File: src/rtl/tim_pkg.sv
// Shared types for the tightly-integrated-memory requester: word geometry and
// the response record carried through the response queue.
package tim_pkg;

  localparam int TIM_WORD_W = 32;
  localparam int TIM_LANES  = 4;

  typedef struct packed {
    logic                  write;
    logic [TIM_WORD_W-1:0] data;
  } tim_rsp_t;

  // Writes return zero data; the array output is meaningless after a write.
  function automatic logic [TIM_WORD_W-1:0] tim_rsp_data(
    input logic                  write,
    input logic [TIM_WORD_W-1:0] rdata
  );
    return write ? {TIM_WORD_W{1'b0}} : rdata;
  endfunction

endpackage

File: src/rtl/tim_rsp_fifo.sv
// Flow-through response FIFO: when empty, an incoming entry is visible on the
// output in the same cycle and bypasses storage if consumed immediately.
module tim_rsp_fifo
  import tim_pkg::*;
#(
  parameter int DEPTH = 2,
  localparam int CNT_W = $clog2(DEPTH + 1),
  localparam int PTR_W = (DEPTH > 1) ? $clog2(DEPTH) : 1
) (
  input  logic             clock,
  input  logic             reset_n,
  input  logic             enq_valid,
  input  tim_rsp_t         enq_data,
  output logic             deq_valid,
  input  logic             deq_ready,
  output tim_rsp_t         deq_data,
  output logic [CNT_W-1:0] occ
);

  tim_rsp_t         mem_r [DEPTH];
  logic [PTR_W-1:0] wr_ptr_r;
  logic [PTR_W-1:0] rd_ptr_r;
  logic [CNT_W-1:0] occ_r;
  logic             empty_s;
  logic             bypass_s;
  logic             push_s;
  logic             pop_s;

  // Pointers wrap explicitly so non-power-of-two depths work.
  function automatic logic [PTR_W-1:0] next_ptr(input logic [PTR_W-1:0] ptr);
    if (ptr == PTR_W'(DEPTH - 1)) begin
      return {PTR_W{1'b0}};
    end else begin
      return ptr + PTR_W'(1);
    end
  endfunction

  // Handshake decode and output selection between head entry and bypass.
  always_comb begin
    empty_s   = (occ_r == {CNT_W{1'b0}});
    bypass_s  = empty_s & enq_valid & deq_ready;
    push_s    = enq_valid & ~bypass_s;
    pop_s     = ~empty_s & deq_ready;
    deq_valid = ~empty_s | enq_valid;
    if (empty_s) begin
      deq_data = enq_data;
    end else begin
      deq_data = mem_r[rd_ptr_r];
    end
    occ = occ_r;
  end

  // Storage, pointers and occupancy.
  always_ff @(posedge clock or negedge reset_n) begin
    if (!reset_n) begin
      wr_ptr_r <= {PTR_W{1'b0}};
      rd_ptr_r <= {PTR_W{1'b0}};
      occ_r    <= {CNT_W{1'b0}};
      for (int i = 0; i < DEPTH; i++) begin
        mem_r[i] <= '{write: 1'b0, data: {TIM_WORD_W{1'b0}}};
      end
    end else begin
      if (push_s) begin
        mem_r[wr_ptr_r] <= enq_data;
        wr_ptr_r        <= next_ptr(wr_ptr_r);
      end
      if (pop_s) begin
        rd_ptr_r <= next_ptr(rd_ptr_r);
      end
      case ({push_s, pop_s})
        2'b10:   occ_r <= occ_r + CNT_W'(1);
        2'b01:   occ_r <= occ_r - CNT_W'(1);
        default: occ_r <= occ_r;
      endcase
    end
  end

endmodule

File: src/rtl/tim_array_requester.sv
// Initiator-side controller for the TIM data array: maps accepted requests onto
// the array port and returns one in-order response per request.
module tim_array_requester
  import tim_pkg::*;
#(
  parameter int ADDR_W    = 14,
  parameter int RSP_DEPTH = 2
) (
  input  logic                  clock,
  input  logic                  reset_n,
  input  logic                  req_valid,
  output logic                  req_ready,
  input  logic                  req_write,
  input  logic [ADDR_W-1:0]     req_addr,
  input  logic [TIM_LANES-1:0]  req_mask,
  input  logic [TIM_WORD_W-1:0] req_data,
  output logic                  rsp_valid,
  input  logic                  rsp_ready,
  output logic                  rsp_write,
  output logic [TIM_WORD_W-1:0] rsp_data,
  output logic                  arr_en,
  output logic                  arr_wen,
  output logic [ADDR_W-3:0]     arr_addr,
  output logic [TIM_LANES-1:0]  arr_mask,
  output logic [TIM_WORD_W-1:0] arr_wdata,
  input  logic [TIM_WORD_W-1:0] arr_rdata
);

  localparam int CNT_W = $clog2(RSP_DEPTH + 1);

  logic             inflight_r;
  logic             inflight_write_r;
  logic [CNT_W-1:0] occ_s;
  logic [CNT_W:0]   pending_s;
  logic             fire_s;
  tim_rsp_t         stage_s;
  tim_rsp_t         head_s;

  // Accept and array mapping; ready depends on registered state only, so every
  // accepted request is guaranteed a queue slot.
  always_comb begin
    pending_s = {1'b0, occ_s} + {{CNT_W{1'b0}}, inflight_r};
    req_ready = (pending_s < (CNT_W + 1)'(RSP_DEPTH));
    fire_s    = req_valid & req_ready & reset_n;
    arr_en    = fire_s;
    arr_wen   = fire_s & req_write;
    arr_addr  = req_addr[ADDR_W-1:2];
    arr_mask  = req_mask;
    arr_wdata = req_data;
    stage_s   = '{write: inflight_write_r,
                  data:  tim_rsp_data(inflight_write_r, arr_rdata)};
    rsp_write = head_s.write;
    rsp_data  = head_s.data;
  end

  // In-flight stage: marks the cycle in which array read data is valid.
  always_ff @(posedge clock or negedge reset_n) begin
    if (!reset_n) begin
      inflight_r       <= 1'b0;
      inflight_write_r <= 1'b0;
    end else begin
      inflight_r       <= fire_s;
      inflight_write_r <= req_write;
    end
  end

  tim_rsp_fifo #(
    .DEPTH (RSP_DEPTH)
  ) u_rsp_fifo (
    .clock     (clock),
    .reset_n   (reset_n),
    .enq_valid (inflight_r),
    .enq_data  (stage_s),
    .deq_valid (rsp_valid),
    .deq_ready (rsp_ready),
    .deq_data  (head_s),
    .occ       (occ_s)
  );

endmodule

File: config.mk
export PLATFORM = sky130hd
export DESIGN_NAME = tim_array_requester
export DESIGN_NICKNAME = d
export VERILOG_FILES = /design/src/rtl/tim_pkg.sv /design/src/rtl/tim_rsp_fifo.sv /design/src/rtl/tim_array_requester.sv
export SDC_FILE = /design/constraint.sdc
export NUM_CORES = 1
export LEC_CHECK = 0
export BUFFER_PORTS_ARGS = -buffer_cell sky130_fd_sc_hd__buf_2
export CAP_MARGIN = 20
export CORE_UTILIZATION = 35
export DETAILED_ROUTE_END_ITERATION = 8
export MAX_ROUTING_LAYER = met4
export SYNTH_ARGS = -nofsm -noshare
export SYNTH_HDL_FRONTEND = slang
export SYNTH_HIERARCHICAL = 1
export SYNTH_SLANG_ARGS = --single-unit
File: constraint.sdc
create_clock -name clock -period 2.2 [get_ports clock]
set_clock_uncertainty 0.2 [all_clocks]
set_input_delay 0.33 -clock clock [delete_from_list [all_inputs] [get_ports clock]]
set_output_delay 0.33 -clock clock [all_outputs]
set_load 0.01 [all_outputs]
After elaboration in Yosys (flattened, before gate mapping)
Index checks and enable logic that the tools add are counted. W data, S select, Z words.

Word-level logic and storage cells: 46. Bits in registers: 72. Input port bits: 87. Output and inout port bits: 85.

Equal/unequal tests: 2. Mux-type cells: 11. Add/sub/neg operators: 5. Reductions and logical operators: 3. Magnitude comparators: 4. Bitwise logic cells: 12.

Operators by type and width (count): $mux W33 (5); $bwmux W66 (1); $demux W33 S1 (1); $mux W32 (1); $and A1 B1 Y1 (7); $ge A2 B2 Y1 const B (2); $not A1 Y2 (2); $pmux W2 S2 (1); $add A2 B1 Y3 (1); $lt A3 B2 Y1 const B (1); $add A1 B1 Y1 const B (2); $add A2 B1 Y2 const B (1); $eq A2 B1 Y1 const B (1); $eq A2 B2 Y1 const B (1); $logic_not A2 Y1 (1); $lt A2 B1 Y1 const B (1); $mux W1 (2); $not A1 Y1 (2); $reduce_bool A2 Y1 (1); $sub A2 B1 Y2 const B (1); $logic_and A1 B1 Y1 (1); $or A1 B1 Y1 (1).

Longest topological paths before layout
Gate-level depths: netlist of the first run.

Depth in word-level cells: 7. Depth in mapped cells: 6. Gate-level depth less buffers: 6.

Hierarchy
The synthesis of the first run kept the hierarchy.

By module, submodules not included: tim_rsp_fifo (cells each 269, area an instance 3380.7 sq um, seq. area each 1751.7 sq um, instances 1); tim_array_requester (cells each 90, area an instance 663.1 sq um, seq. area each 50.0 sq um, instances 1).

Least setup slack after synthesis of the first run
No wires, ideal clock.

Path type: register to register. Start point: register u_rsp_fifo.occ_r[0] (netlist: u_rsp_fifo/occ[0]). End point: register u_rsp_fifo.occ_r[1] (netlist: u_rsp_fifo/occ[1]). Required time: 1921 ps. Library setup time: 79 ps. Period minus slack after synthesis: 1769 ps. Cell stages (with the launch flop): 6. Arrival time: 1489 ps. Slack: 431 ps. Buffers on the path: 0. Cells stage by stage: dfrtp_1 -> or2_2 -> and2_1 -> ha_1 -> nor2_1 -> xor2_1.

Elaborated cells on any way between the ends: 13. Those cells by class: add/sub (2); eq/ne (2); mux (1); bitwise (6); reduce/logical (2).

RTL lines: start: declaration (RTL line tim_rsp_fifo.sv:23) `logic [CNT_W-1:0] occ_r;`; start signal: assignment (RTL line tim_rsp_fifo.sv:58) `occ_r <= {CNT_W{1'b0}};`; start signal: assignment (RTL line tim_rsp_fifo.sv:71) `2'b10: occ_r <= occ_r + CNT_W'(1);`; start signal: assignment (RTL line tim_rsp_fifo.sv:72) `2'b01: occ_r <= occ_r - CNT_W'(1);`; $logic_not A2 Y1 * (RTL line tim_rsp_fifo.sv:40) `empty_s = (occ_r == {CNT_W{1'b0}});`; $not A1 Y1 * (RTL line tim_rsp_fifo.sv:43) `pop_s = ~empty_s & deq_ready;`; $and A1 B1 Y1 * (RTL line tim_rsp_fifo.sv:43); named net u_rsp_fifo.pop_s (RTL line tim_rsp_fifo.sv:27) `logic pop_s;`; $eq A2 B1 Y1 or $eq A2 B2 Y1 (tied branches) (RTL line tim_rsp_fifo.sv:70) `case ({push_s, pop_s})`; $pmux W2 S2 or $reduce_bool A2 Y1 (tied branches).

Mark *: on every way through the listed nets, which the timed path passes. The rest lies on a longest branch. A chain may end at the register's enable or synchronous reset.

Final worst setup path of the first run
Start point: register u_rsp_fifo.occ_r[1] (netlist: u_rsp_fifo/occ[1]). End point: output rsp_data[31].

Cells in the longest elaborated chain, start to end: 2.

Ends and longest elaborated chain: $logic_not A2 Y1 (RTL line tim_rsp_fifo.sv:40); $mux W33 (RTL line tim_rsp_fifo.sv:45) `if (empty_s) begin`; end: declaration (RTL line tim_array_requester.sv:20) `output logic [TIM_WORD_W-1:0] rsp_data,`.

No other way between the ends.

==> results of run 1 <==
## layout by cell type (no fill, tap or decap), types with 2 or more instances in the layout
master,count
buf_2,72
nor2_4,2
xnor2_1,3
clkbuf_16,9
o21ai_0,33
mux2i_1,33
buf_4,8
dfrtp_1,69
mux2_2,64
clkinv_2,2
clkinvlp_4,2
nor2b_1,32
xor2_1,2
nand2_1,36
buf_12,4
a21oi_1,2
clkinv_4,2
dfrtp_2,3
mux2_4,2
dlygate4sd3_1,2
## cells in the mapped netlist, drive strengths merged (2+ instances only)
| library cell | count |
|---|---|
| o21ai | 33 |
| mux2 | 66 |
| xor2 | 2 |
| nor2 | 3 |
| xnor2 | 3 |
| buf | 65 |
| nand2 | 36 |
| clkbuf | 3 |
| mux2i | 33 |
| nor2b | 32 |
| a21oi | 2 |
| dfrtp | 72 |
## critical path: stages, from the launching register on
cell and delay, ns:
dfrtp_2 0.48, nor2_4 0.17, buf_6 0.21, nand2_1 0.07, o21ai_0 0.10, buf_2 0.17
## registers in the layout, summed over array words and instances, names as in the netlist
signal and cells:
u_rsp_fifo/occ 2, inflight_write_r 1, u_rsp_fifo/mem_r 66, u_rsp_fifo/wr_ptr_r 1, u_rsp_fifo/rd_ptr_r 1, inflight_r 1
## kinds of logic after synthesis
| logic type | synth area share, % |
|---|---|
| muxes | 26.7 |
| and+or+nand+nor | 10.3 |
| DFF | 44.6 |
| buffers and inverters | 12.5 |
| AOI/OAI and AO/OA | 4.52 |
| xor gates and xnor gates | 1.08 |
| adders and majority gates | 0.309 |
## final cells by class
class | instances | share of cell area, %
clock buffer | 9 | 4.94
clock inverter | 7 | 1.59
inverter | 1 | 0.0823
multi-input combinational | 218 | 38.3
sequential | 72 | 39.6
tap | 140 | 3.84
timing repair buffer | 87 | 11.7
## metrics by stage
step                worst slack [ns]  total power (uW)
global placement               0.325              4930
global route                  0.0395              6840
CTS                           0.0416              6490
finish                         0.146              6380
detailed placement             0.297              5030
floorplan                      0.431              4170
## layer usage
layer | vias to the layer above | share of wire, % | routed length (microns)
li1 | 1227 | - | -
met1 | 1220 | 44 | 3620
met3 | 40 | 5.9 | 489
met5 | - | 0 | 0
met2 | 80 | 45 | 3690
met4 | 0 | 5.5 | 452
## power groups by stage
stage / logic, uW / registers, uW / clock network, uW
after floorplan: 1980 / 2190 / 0
after global placement: 2670 / 2270 / 0
after detailed placement: 2720 / 2310 / 0
after CTS: 2730 / 2290 / 1470
after global routing: 2960 / 2360 / 1520
final: 2680 / 2280 / 1420
## worst paths after layout
check / start / end / slack [ns] / cells after the start
worst min register to register: u_rsp_fifo/mem_r[36] / u_rsp_fifo/mem_r[36] / 0.30 / 1
worst max register to register: u_rsp_fifo/occ[1] / u_rsp_fifo/occ[1] / 0.33 / 5
worst min-delay path: req_valid / inflight_r / 0.06 / 3
worst max-delay path: u_rsp_fifo/occ[1] / rsp_data[31] / 0.15 / 5
max in group asynchronous: reset_n / u_rsp_fifo/rd_ptr_r / 0.96 / 3
min in group asynchronous: reset_n / u_rsp_fifo/mem_r[42] / 0.38 / 3
## repair_timing
action | CTS | global route
resized for setup | 1 | 2
hold endpoints to repair | 73 | 0
hold buffers | 2 | 0
setup endpoints to repair | 1 | 16
==> impl_results.md, run 1 <==
- Router iterations before antenna repair: 4
- Die area: 0.0120 sq mm
- Final Setup Violations: 0
- Util after Layout: 41.3%
- Final nets: 477
- Cell variety after synth: 25
- Overall global routing resource usage: 15.0%
- I/O pins: 172
- RSZ-0062 raised after global routing: no
- Antenna violations before repair: 0
- Crit path launch type: flip-flop
- WL final: 8.25 mm
- # Post-CTS Setup Buffers: 0
- Share of power burned in registers: 35.8%
- Wirelength per Cell: 15.5 microns
- DRC: 0
- Post-route insts no fill: 534
- Area of the mapped netlist: 0.00404 sq mm
- DRT iter0 DRCs: 61
- CTS tree: done
- Leading area contributor after synthesis: dfrtp_1
- Clock root buffer: clkbuf_16
- Minimum clock period: 2.05 ns
- Worst Path Max Fanout: 26
- Slew headroom: 63.7%
- Most used routing layer: met2
- Syn nets: 447
- Post-synth EDFFs: 0
- Met2 usage: 22.7%
- Slew Limit Fails: 0
- Die W: 109 microns
- Rows: 38
- Kind of critical path: flip-flop to primary output
- Filler Cell Count: 1,084
- HPWL after DPL: 5.58 mm
- Yosys top cell area share: 44.6%
- Area delta synth->final: 12.7%
- Count of final hold-check violations: 0
- Comb pwr share: 42.0%
- Main flop type after synthesis: dfrtp_1
- Highest clock rate: 487 MHz
- Cell area after layout: 0.00456 sq mm
- Pwr Density: 1400 mW/mm^2
- Crit. End Element: primary output
- Clock-pin slew on the worst setup and hold paths: 0.06 ns
- Storage cell area: 0.00181 sq mm
- Mapped Cells: 359
- Antenna Nets Post-Route: 0
- Max Cap Violations: 0
- YS warnings: 6
- Req. time, crit path: 1.67 ns
- Layout cells sized above 1: 44.4%
- Pleak: 0.00215 uW
- Grt met1 use: 18.0%
- Total grt overflow: 0
- Clock share of power: 22.2%
- First-pass GRT wire length: 13.0 mm
- Vias in the first global route: 2,516
- H-tree levels: 3
- VDD IR-drop max: 553 uV
- Number of CTS-inserted buffers: 9
- Initial Util: 36.7%
- Die Y-Extent: 109 microns
- Routed vias/inst: 4.81
- Worst skew pair latency: 0.32 ns
- Register area share after synthesis: 44.6%
- Pint: 4190 uW
- N_diodes: 0
- CTS Buffer Depth: 2
- Async set-reset flop share out of synthesis: 100%
- Final hold slack: 0.0645 ns
- CTS sink count: 72
- # port buffers: 73
- Sw frac: 34.4%
- Slew @ Worst Pin: 0.545 ns
- Period utilization: 93.4%
- Vias: 2,567
- Worst path arrival time: 1.52 ns
- Area after DPL: 0.00423 sq mm
- Mapped Avg Cell Area: 11.3 sq um
- RePlAce Congestion: 0.696
- Placed cells: 516
- Status: finished, final reports clean
- Met3 Use GR: 3.85%
- Core area: 0.0110 sq mm
- Synth area leaders: dfrtp_1, mux2_2, buf_4, mux2i_1, nor2b_1
- Hold crit path type: input pin to flip-flop
- Synth Register Bits: 72
- Multi-input gate area: 0.00174 sq mm
- Setup TNS Final: 0 ns
- Psw: 2200 uW
- Largest net degree at the start of global routing: 43
No activity file was read; power rests on OpenSTA's default activity.
==> run 2, diff against run 1 <==
--- a/config.mk
+++ b/config.mk
@@ -5,6 +5,7 @@
 export SDC_FILE = /design/constraint.sdc
 export NUM_CORES = 1
 export LEC_CHECK = 0
+export ABC_AREA = 1
 export BUFFER_PORTS_ARGS = -buffer_cell sky130_fd_sc_hd__buf_2
 export CAP_MARGIN = 20
 export CORE_UTILIZATION = 35
==> impl_results.md, run 2 <==
- Worst skew pair latency: 0.33 ns (was 0.32 ns)
- WL final: 10.8 mm (was 8.25 mm)
- HPWL after DPL: 6.80 mm (was 5.58 mm)
- R2r worst-path depth: 9 (was 5)
- Leading area contributor after synthesis: dfrtp_1 (unchanged)
- Number of CTS-inserted buffers: 9 (unchanged)
- Post-synth EDFFs: 0 (unchanged)
- Final nets: 727 (was 477)
- Router iterations before antenna repair: 5 (was 4)
- Die area: 0.0131 sq mm (was 0.0120 sq mm)
- Count leader, synth: nand2_1 (was dfrtp_1)
- Async set-reset flop share out of synthesis: 100% (unchanged)
- Largest register FFs: 66 (unchanged)
- Pre-CTS WS: 0.361 ns (was 0.297 ns)
- Synth area leaders: dfrtp_1, nand2_1, nand4_1, buf_4, o21ai_0 (was dfrtp_1, mux2_2, buf_4, mux2i_1, nor2b_1)
- Filler Cell Count: 1,295 (was 1,084)
- Area delta synth->final: 14.0% (was 12.7%)
- VDD IR-drop max: 702 uV (was 553 uV)
- Mapped Cells: 623 (was 359)
- Core area: 0.0122 sq mm (was 0.0110 sq mm)
- Flop-to-flop setup slack: 0.30 ns (was 0.33 ns)
- Clock-pin slew on the worst setup and hold paths: 0.05 ns (was 0.06 ns)
- Max Cap Violations: 0 (unchanged)
- Crit. End Element: primary output (unchanged)
- Area of the mapped netlist: 0.00443 sq mm (was 0.00404 sq mm)
- Clock share of power: 24.2% (was 22.2%)
- CTS tree: done (unchanged)
- Highest clock rate: 471 MHz (was 487 MHz)
- Comb pwr share: 45.6% (was 42.0%)
- Hold crit path type: input pin to flip-flop (unchanged)
- Placed cells: 790 (was 516)
- Antenna Nets Post-Route: 0 (unchanged)
- Cell variety after synth: 22 (was 25)
- Psw: 2970 uW (was 2200 uW)
- Final Power: 7400 uW (was 6380 uW)
- Register area share after synthesis: 40.6% (was 44.6%)
- Mapped Avg Cell Area: 7.12 sq um (was 11.3 sq um)
- Layout cells sized above 1: 19.1% (was 44.4%)
- Status: finished, final reports clean (unchanged)
- Crit path launch type: flip-flop (unchanged)
- Pleak: 0.00276 uW (was 0.00215 uW)
- Initial Util: 36.5% (was 36.7%)
- Rows: 40 (was 38)
- Worst path arrival time: 1.59 ns (was 1.52 ns)
- Count of final hold-check violations: 0 (unchanged)
- Synth Register Bits: 72 (unchanged)
- Commonest non-fill, non-tap cell in the layout: nand2_1 (was buf_2)
- DRT iter0 DRCs: 253 (was 61)
- Worst hold stages: 3 (unchanged)
- Die Y-Extent: 115 microns (was 109 microns)
- YS warnings: 6 (unchanged)
- Pwr Density: 1460 mW/mm^2 (was 1400 mW/mm^2)
- Final Setup Violations: 0 (unchanged)
- Sw frac: 40.2% (was 34.4%)
- H-tree levels: 3 (unchanged)
- Post-route insts no fill: 812 (was 534)
- Period utilization: 96.5% (was 93.4%)
- Final hold slack: 0.0694 ns (was 0.0645 ns)
- Pint: 4420 uW (was 4190 uW)
- N_diodes: 0 (unchanged)
- Crit-path cells: nor2_4, buf_12, inv_1, or2_2, buf_2 (was nor2_4, buf_6, nand2_1, o21ai_0, buf_2)
- Main flop type after synthesis: dfrtp_1 (unchanged)
- Post-synth top cells: nand2_1, dfrtp_1, inv_1 (was dfrtp_1, mux2_2, buf_4)
- RePlAce Congestion: 0.762 (was 0.696)
- Most frequent cells in the layout: nand2_1, inv_1, buf_2 (was buf_2, dfrtp_1, mux2_2)
- Yosys top cell area share: 40.6% (was 44.6%)
- Slew Limit Fails: 0 (unchanged)
- Top cell family by delay on the critical path: simple AND/OR/NAND/NOR gates (was flip-flops)
- Setup TNS Final: 0 ns (unchanged)
- Vias: 3,875 (was 2,567)
- Largest net degree at the start of global routing: 73 (was 43)
- RSZ-0062 raised after global routing: no (unchanged)
- Vias in the first global route: 3,543 (was 2,516)
- Routed vias/inst: 4.77 (was 4.81)
- Die W: 115 microns (was 109 microns)
- CP max stage delay: 0.44 ns (was 0.48 ns)
- Wirelength per Cell: 13.3 microns (was 15.5 microns)
- DRC: 0 (unchanged)
- Reg with most FFs: u_rsp_fifo/mem_r (unchanged)
- Minimum clock period: 2.12 ns (was 2.05 ns)
- Share of power burned in registers: 30.2% (was 35.8%)
- Syn nets: 711 (was 447)
- Final setup margin: 0.0762 ns (was 0.146 ns)
- Req. time, crit path: 1.67 ns (about the same)
- CTS Buffer Depth: 2 (unchanged)
- Slew @ Worst Pin: 0.409 ns (was 0.545 ns)
- CTS sink count: 72 (unchanged)
- Clock root buffer: clkbuf_16 (unchanged)
- CP max stage cell: dfrtp_2 (unchanged)
- # port buffers: 73 (unchanged)
- Total grt overflow: 0 (unchanged)
- First-pass GRT wire length: 17.4 mm (was 13.0 mm)
- Overall global routing resource usage: 17.5% (was 15.0%)
- I/O pins: 172 (unchanged)
- WP buf/inv: 3 (was 2)
- Slew headroom: 72.7% (was 63.7%)
- Antenna violations before repair: 0 (unchanged)
- Worst Path Max Fanout: 15 (was 26)
- Kind of critical path: flip-flop to primary output (unchanged)
- Critical path depth: 5 (unchanged)
## run 2: changes by cell type in the layout (fill, tap and decap cells not counted), moves of 33 or more
cell,previous run,this run
nand2_1,36,207
inv_1,1,72
nand4_1,0,67
mux2_2,64,0
mux2i_1,33,0
## run 2: final cells by class
cell class                      instances  area (sq um)  share of cell area [%]
Clock inverter                          6           130                    2.57
Sequential cell                        72          1810                    35.7
Clock buffer                           10           239                    4.73
Timing Repair Buffer                   98           644                    12.7
Inverter                               73           274                    5.42
Tap cell                              168           210                    4.16
Multi-Input combinational cell        385          1750                    34.7
## run 2: power groups by stage
stage	Clock [uW]	Combinational, uW	Sequential [uW]
3_3_place_gp	0	3160	2250
2_1_floorplan	0	2300	2120
4_1_cts	1820	3290	2230
5_1_grt	1880	3790	2300
6_report	1790	3370	2230
3_5_place_dp	0	3200	2280
## run 2: metrics by stage
step / utilization (%) / cell area [sq um]
floorplan: - / 4430
global placement: 37.8 / 4600
detailed placement: 37.8 / 4600
CTS: 41.2 / 5010
global route: 41.6 / 5050
finish: 41.6 / 5050
## run 2: cells by family after synthesis
kind of cell,count (synthesis),share of synthesized area (%)
xor gates and xnor gates,2,0.395
adders and majority gates,1,0.282
DFF,72,40.6
buffers and inverters,166,19.9
and+or+nand+nor,316,31.3
AOI/OAI and AO/OA,66,7.45
## run 2: metal layers
| layer | track usage, % | share of wire [%] | routed length (microns) |
|---|---|---|---|
| met1 | 22.3 | 46 | 4990 |
| met2 | 27.4 | 46 | 5010 |
| met3 | 4.02 | 6.2 | 669 |
| met4 | 5.63 | 1.1 | 121 |
| met5 | - | 0 | 0 |
## run 2: repair_timing
action,4_1_cts,5_1_grt
pin swaps,0,1
hold buffers,2,0
endpoints found under the hold margin,73,0
resized for setup,0,3
endpoints found under the setup margin,1,3
buffers inserted,1,2
gates cloned,0,1
## run 2: tightest hold or removal path: stages
cell	delay, ns
buf_2	0.09
nand2_1	0.07
nor2_1	0.06
## run 2: path summary, 6_finish.rpt
path,end,start
min in group asynchronous,u_rsp_fifo/mem_r[58],reset_n
setup reg to reg,u_rsp_fifo/occ[1],u_rsp_fifo/occ[0]
max in group asynchronous,inflight_r,reset_n
hold / removal,inflight_r,req_valid
setup / recovery,rsp_valid,u_rsp_fifo/occ[0]
hold reg to reg,u_rsp_fifo/mem_r[48],u_rsp_fifo/mem_r[48]
==> run 3, diff against run 2 <==
--- a/config.mk
+++ b/config.mk
@@ -8,6 +8,7 @@
 export ABC_AREA = 1
 export BUFFER_PORTS_ARGS = -buffer_cell sky130_fd_sc_hd__buf_2
 export CAP_MARGIN = 20
+export CORE_ASPECT_RATIO = 0.5
 export CORE_UTILIZATION = 35
 export DETAILED_ROUTE_END_ITERATION = 8
 export MAX_ROUTING_LAYER = met4
==> impl_results.md, run 3 (synthesis results as in run 2) <==
- CTS tree: done (unchanged)
- Die W: 161 microns (was 115 microns)
- Crit path launch type: flip-flop (unchanged)
- Placed cells: 788 (was 790)
- Period utilization: 95.3% (was 96.5%)
- CTS sink count: 72 (unchanged)
- Antenna Nets Post-Route: 0 (unchanged)
- H-tree levels: 3 (unchanged)
- Kind of critical path: flip-flop to primary output (unchanged)
- Area after DPL: 0.00459 sq mm (was 0.00460 sq mm)
- DRT iter0 DRCs: 180 (was 253)
- Final nets: 730 (was 727)
- Slew headroom: 39.3% (was 72.7%)
- VDD IR-drop max: 630 uV (was 702 uV)
- Total grt overflow: 0 (unchanged)
- RePlAce Congestion: 0.741 (was 0.762)
- Worst skew pair latency: 0.33 ns (about the same)
- First-pass GRT wire length: 18.3 mm (was 17.4 mm)
- Commonest non-fill, non-tap cell in the layout: nand2_1 (unchanged)
- Most frequent cells in the layout: nand2_1, inv_1, buf_2 (unchanged)
- Req. time, crit path: 1.67 ns (about the same)
- Pint: 4200 uW (was 4420 uW)
- Routed vias/inst: 4.78 (was 4.77)
- Pleak: 0.00274 uW (was 0.00276 uW)
- Share of power burned in registers: 30.9% (was 30.2%)
- I/O pins: 172 (unchanged)
- Vias: 3,880 (was 3,875)
- Worst Path Max Fanout: 18 (was 15)
- Cell area after layout: 0.00500 sq mm (was 0.00505 sq mm)
- Initial Util: 36.7% (was 36.5%)
- Clock root buffer: clkbuf_16 (unchanged)
- Final hold slack: 0.0759 ns (was 0.0694 ns)
- Status: finished, final reports clean (unchanged)
- WL final: 11.0 mm (was 10.8 mm)
- HPWL after DPL: 6.91 mm (was 6.80 mm)
- Vias in the first global route: 3,773 (was 3,543)
- DRC: 0 (unchanged)
- Clock-pin slew on the worst setup and hold paths: 0.05 ns (about the same)
- Post-route insts no fill: 812 (unchanged)
- Layout cells sized above 1: 18.9% (was 19.1%)
- Largest register FFs: 66 (unchanged)
- Metal3 WL: 477 microns (was 669 microns)
- Met2 Wirelength: 4.79 mm (was 5.01 mm)
- Worst path arrival time: 1.57 ns (was 1.59 ns)
- Slew Limit Fails: 0 (unchanged)
- Largest net degree at the start of global routing: 59 (was 73)
- Sw frac: 41.4% (was 40.2%)
- Hold crit path type: input pin to flip-flop (unchanged)
- Comb pwr share: 47.6% (was 45.6%)
- Crit. End Element: primary output (unchanged)
- Core area: 0.0121 sq mm (was 0.0122 sq mm)
- Highest clock rate: 477 MHz (was 471 MHz)
- Number of CTS-inserted buffers: 9 (unchanged)
- Antenna violations before repair: 0 (unchanged)
- Router iterations before antenna repair: 4 (was 5)
- Clock share of power: 21.4% (was 24.2%)
- Flop-to-flop setup slack: 0.31 ns (was 0.30 ns)
- # port buffers: 73 (unchanged)
- Minimum clock period: 2.10 ns (was 2.12 ns)
- Reg with most FFs: u_rsp_fifo/mem_r (unchanged)
- Setup TNS Final: 0 ns (unchanged)
- N_diodes: 0 (unchanged)
- Max Cap Violations: 0 (unchanged)
- Psw: 2960 uW (was 2970 uW)
- Rows: 28 (was 40)
- Overall global routing resource usage: 18.4% (was 17.5%)
- CTS Buffer Depth: 2 (unchanged)
- Area delta synth->final: 12.9% (was 14.0%)
- Count of final hold-check violations: 0 (unchanged)
- M1 WL: 5.45 mm (was 4.99 mm)
- Die Y-Extent: 81.6 microns (was 115 microns)
- Top sig layer: met4 (unchanged)
- Slew @ Worst Pin: 0.908 ns (was 0.409 ns)
- Die area: 0.0131 sq mm (about the same)
- RSZ-0062 raised after global routing: no (unchanged)
- Wirelength per Cell: 13.5 microns (was 13.3 microns)
- Pwr Density: 1430 mW/mm^2 (was 1460 mW/mm^2)
- Final Setup Violations: 0 (unchanged)
[run 3: cell count changes in the layout (fill, tap and decap cells not counted), moves of 2 or more]
| cell | delta |
|---|---|
| clkbuf_8 | +3 |
| dfrtp_2 | -2 |
| buf_4 | +4 |
| bufinv_16 | -3 |
[run 3: through the flow]
step	total power [uW]	setup WS, ns	util (%)
global route	7800	0.00282	41.4
CTS	7160	0.0630	41.1
global placement	5450	0.264	38.0
floorplan	4420	0.499	-
detailed placement	5510	0.255	38.0
finish	7160	0.103	41.4
[run 3: metal layers]
| metal | global-route usage [%] | vias to the layer above |
|---|---|---|
| met5 | - | - |
| met4 | 8.21 | 0 |
| met3 | 3.38 | 35 |
| met2 | 29.2 | 95 |
| met1 | 23.4 | 1778 |
| li1 | - | 1972 |
[run 3: what timing repair did]
item	in CTS	in global routing
buffers inserted	3	2
pin swaps	1	0
resized for setup	0	1
setup endpoints to repair	20	13
hold endpoints to repair	20	0
hold buffers	3	0
[run 3: cell type report]
type / count / area (sq um)
Sequential cell: 72 / 1810
Multi-Input combinational cell: 385 / 1750
Tap cell: 165 / 206
Fill cell: 1286 / 7080
Clock buffer: 14 / 284
Timing Repair Buffer: 101 / 648
Clock inverter: 2 / 35.0
Inverter: 73 / 274
[run 3: power groups by stage]
| stage | combinational (uW) | clock, uW | sequential [uW] |
|---|---|---|---|
| 2_1_floorplan | 2300 | 0 | 2120 |
| 3_3_place_gp | 3210 | 0 | 2230 |
| 3_5_place_dp | 3260 | 0 | 2260 |
| 4_1_cts | 3360 | 1570 | 2240 |
| 5_1_grt | 3890 | 1620 | 2290 |
| 6_report | 3410 | 1540 | 2220 |
[run 3: final timing paths]
check,from,endpoint,depth (start not counted)
worst max-delay path,u_rsp_fifo/occ[0],rsp_data[22],6
worst max register to register,u_rsp_fifo/occ[0],u_rsp_fifo/mem_r[25],6
worst min-delay path,req_valid,inflight_r,3
worst min register to register,u_rsp_fifo/mem_r[40],u_rsp_fifo/mem_r[40],2
min in group asynchronous,reset_n,inflight_write_r,2
max in group asynchronous,reset_n,u_rsp_fifo/rd_ptr_r,2
[run 3: critical path, cell delays in order (launching register included)]
cell and delay, ns:
dfrtp_1 0.44, nor2_4 0.18, buf_4 0.16, buf_12 0.14, nand2_1 0.05, o21ai_0 0.09, buf_2 0.17
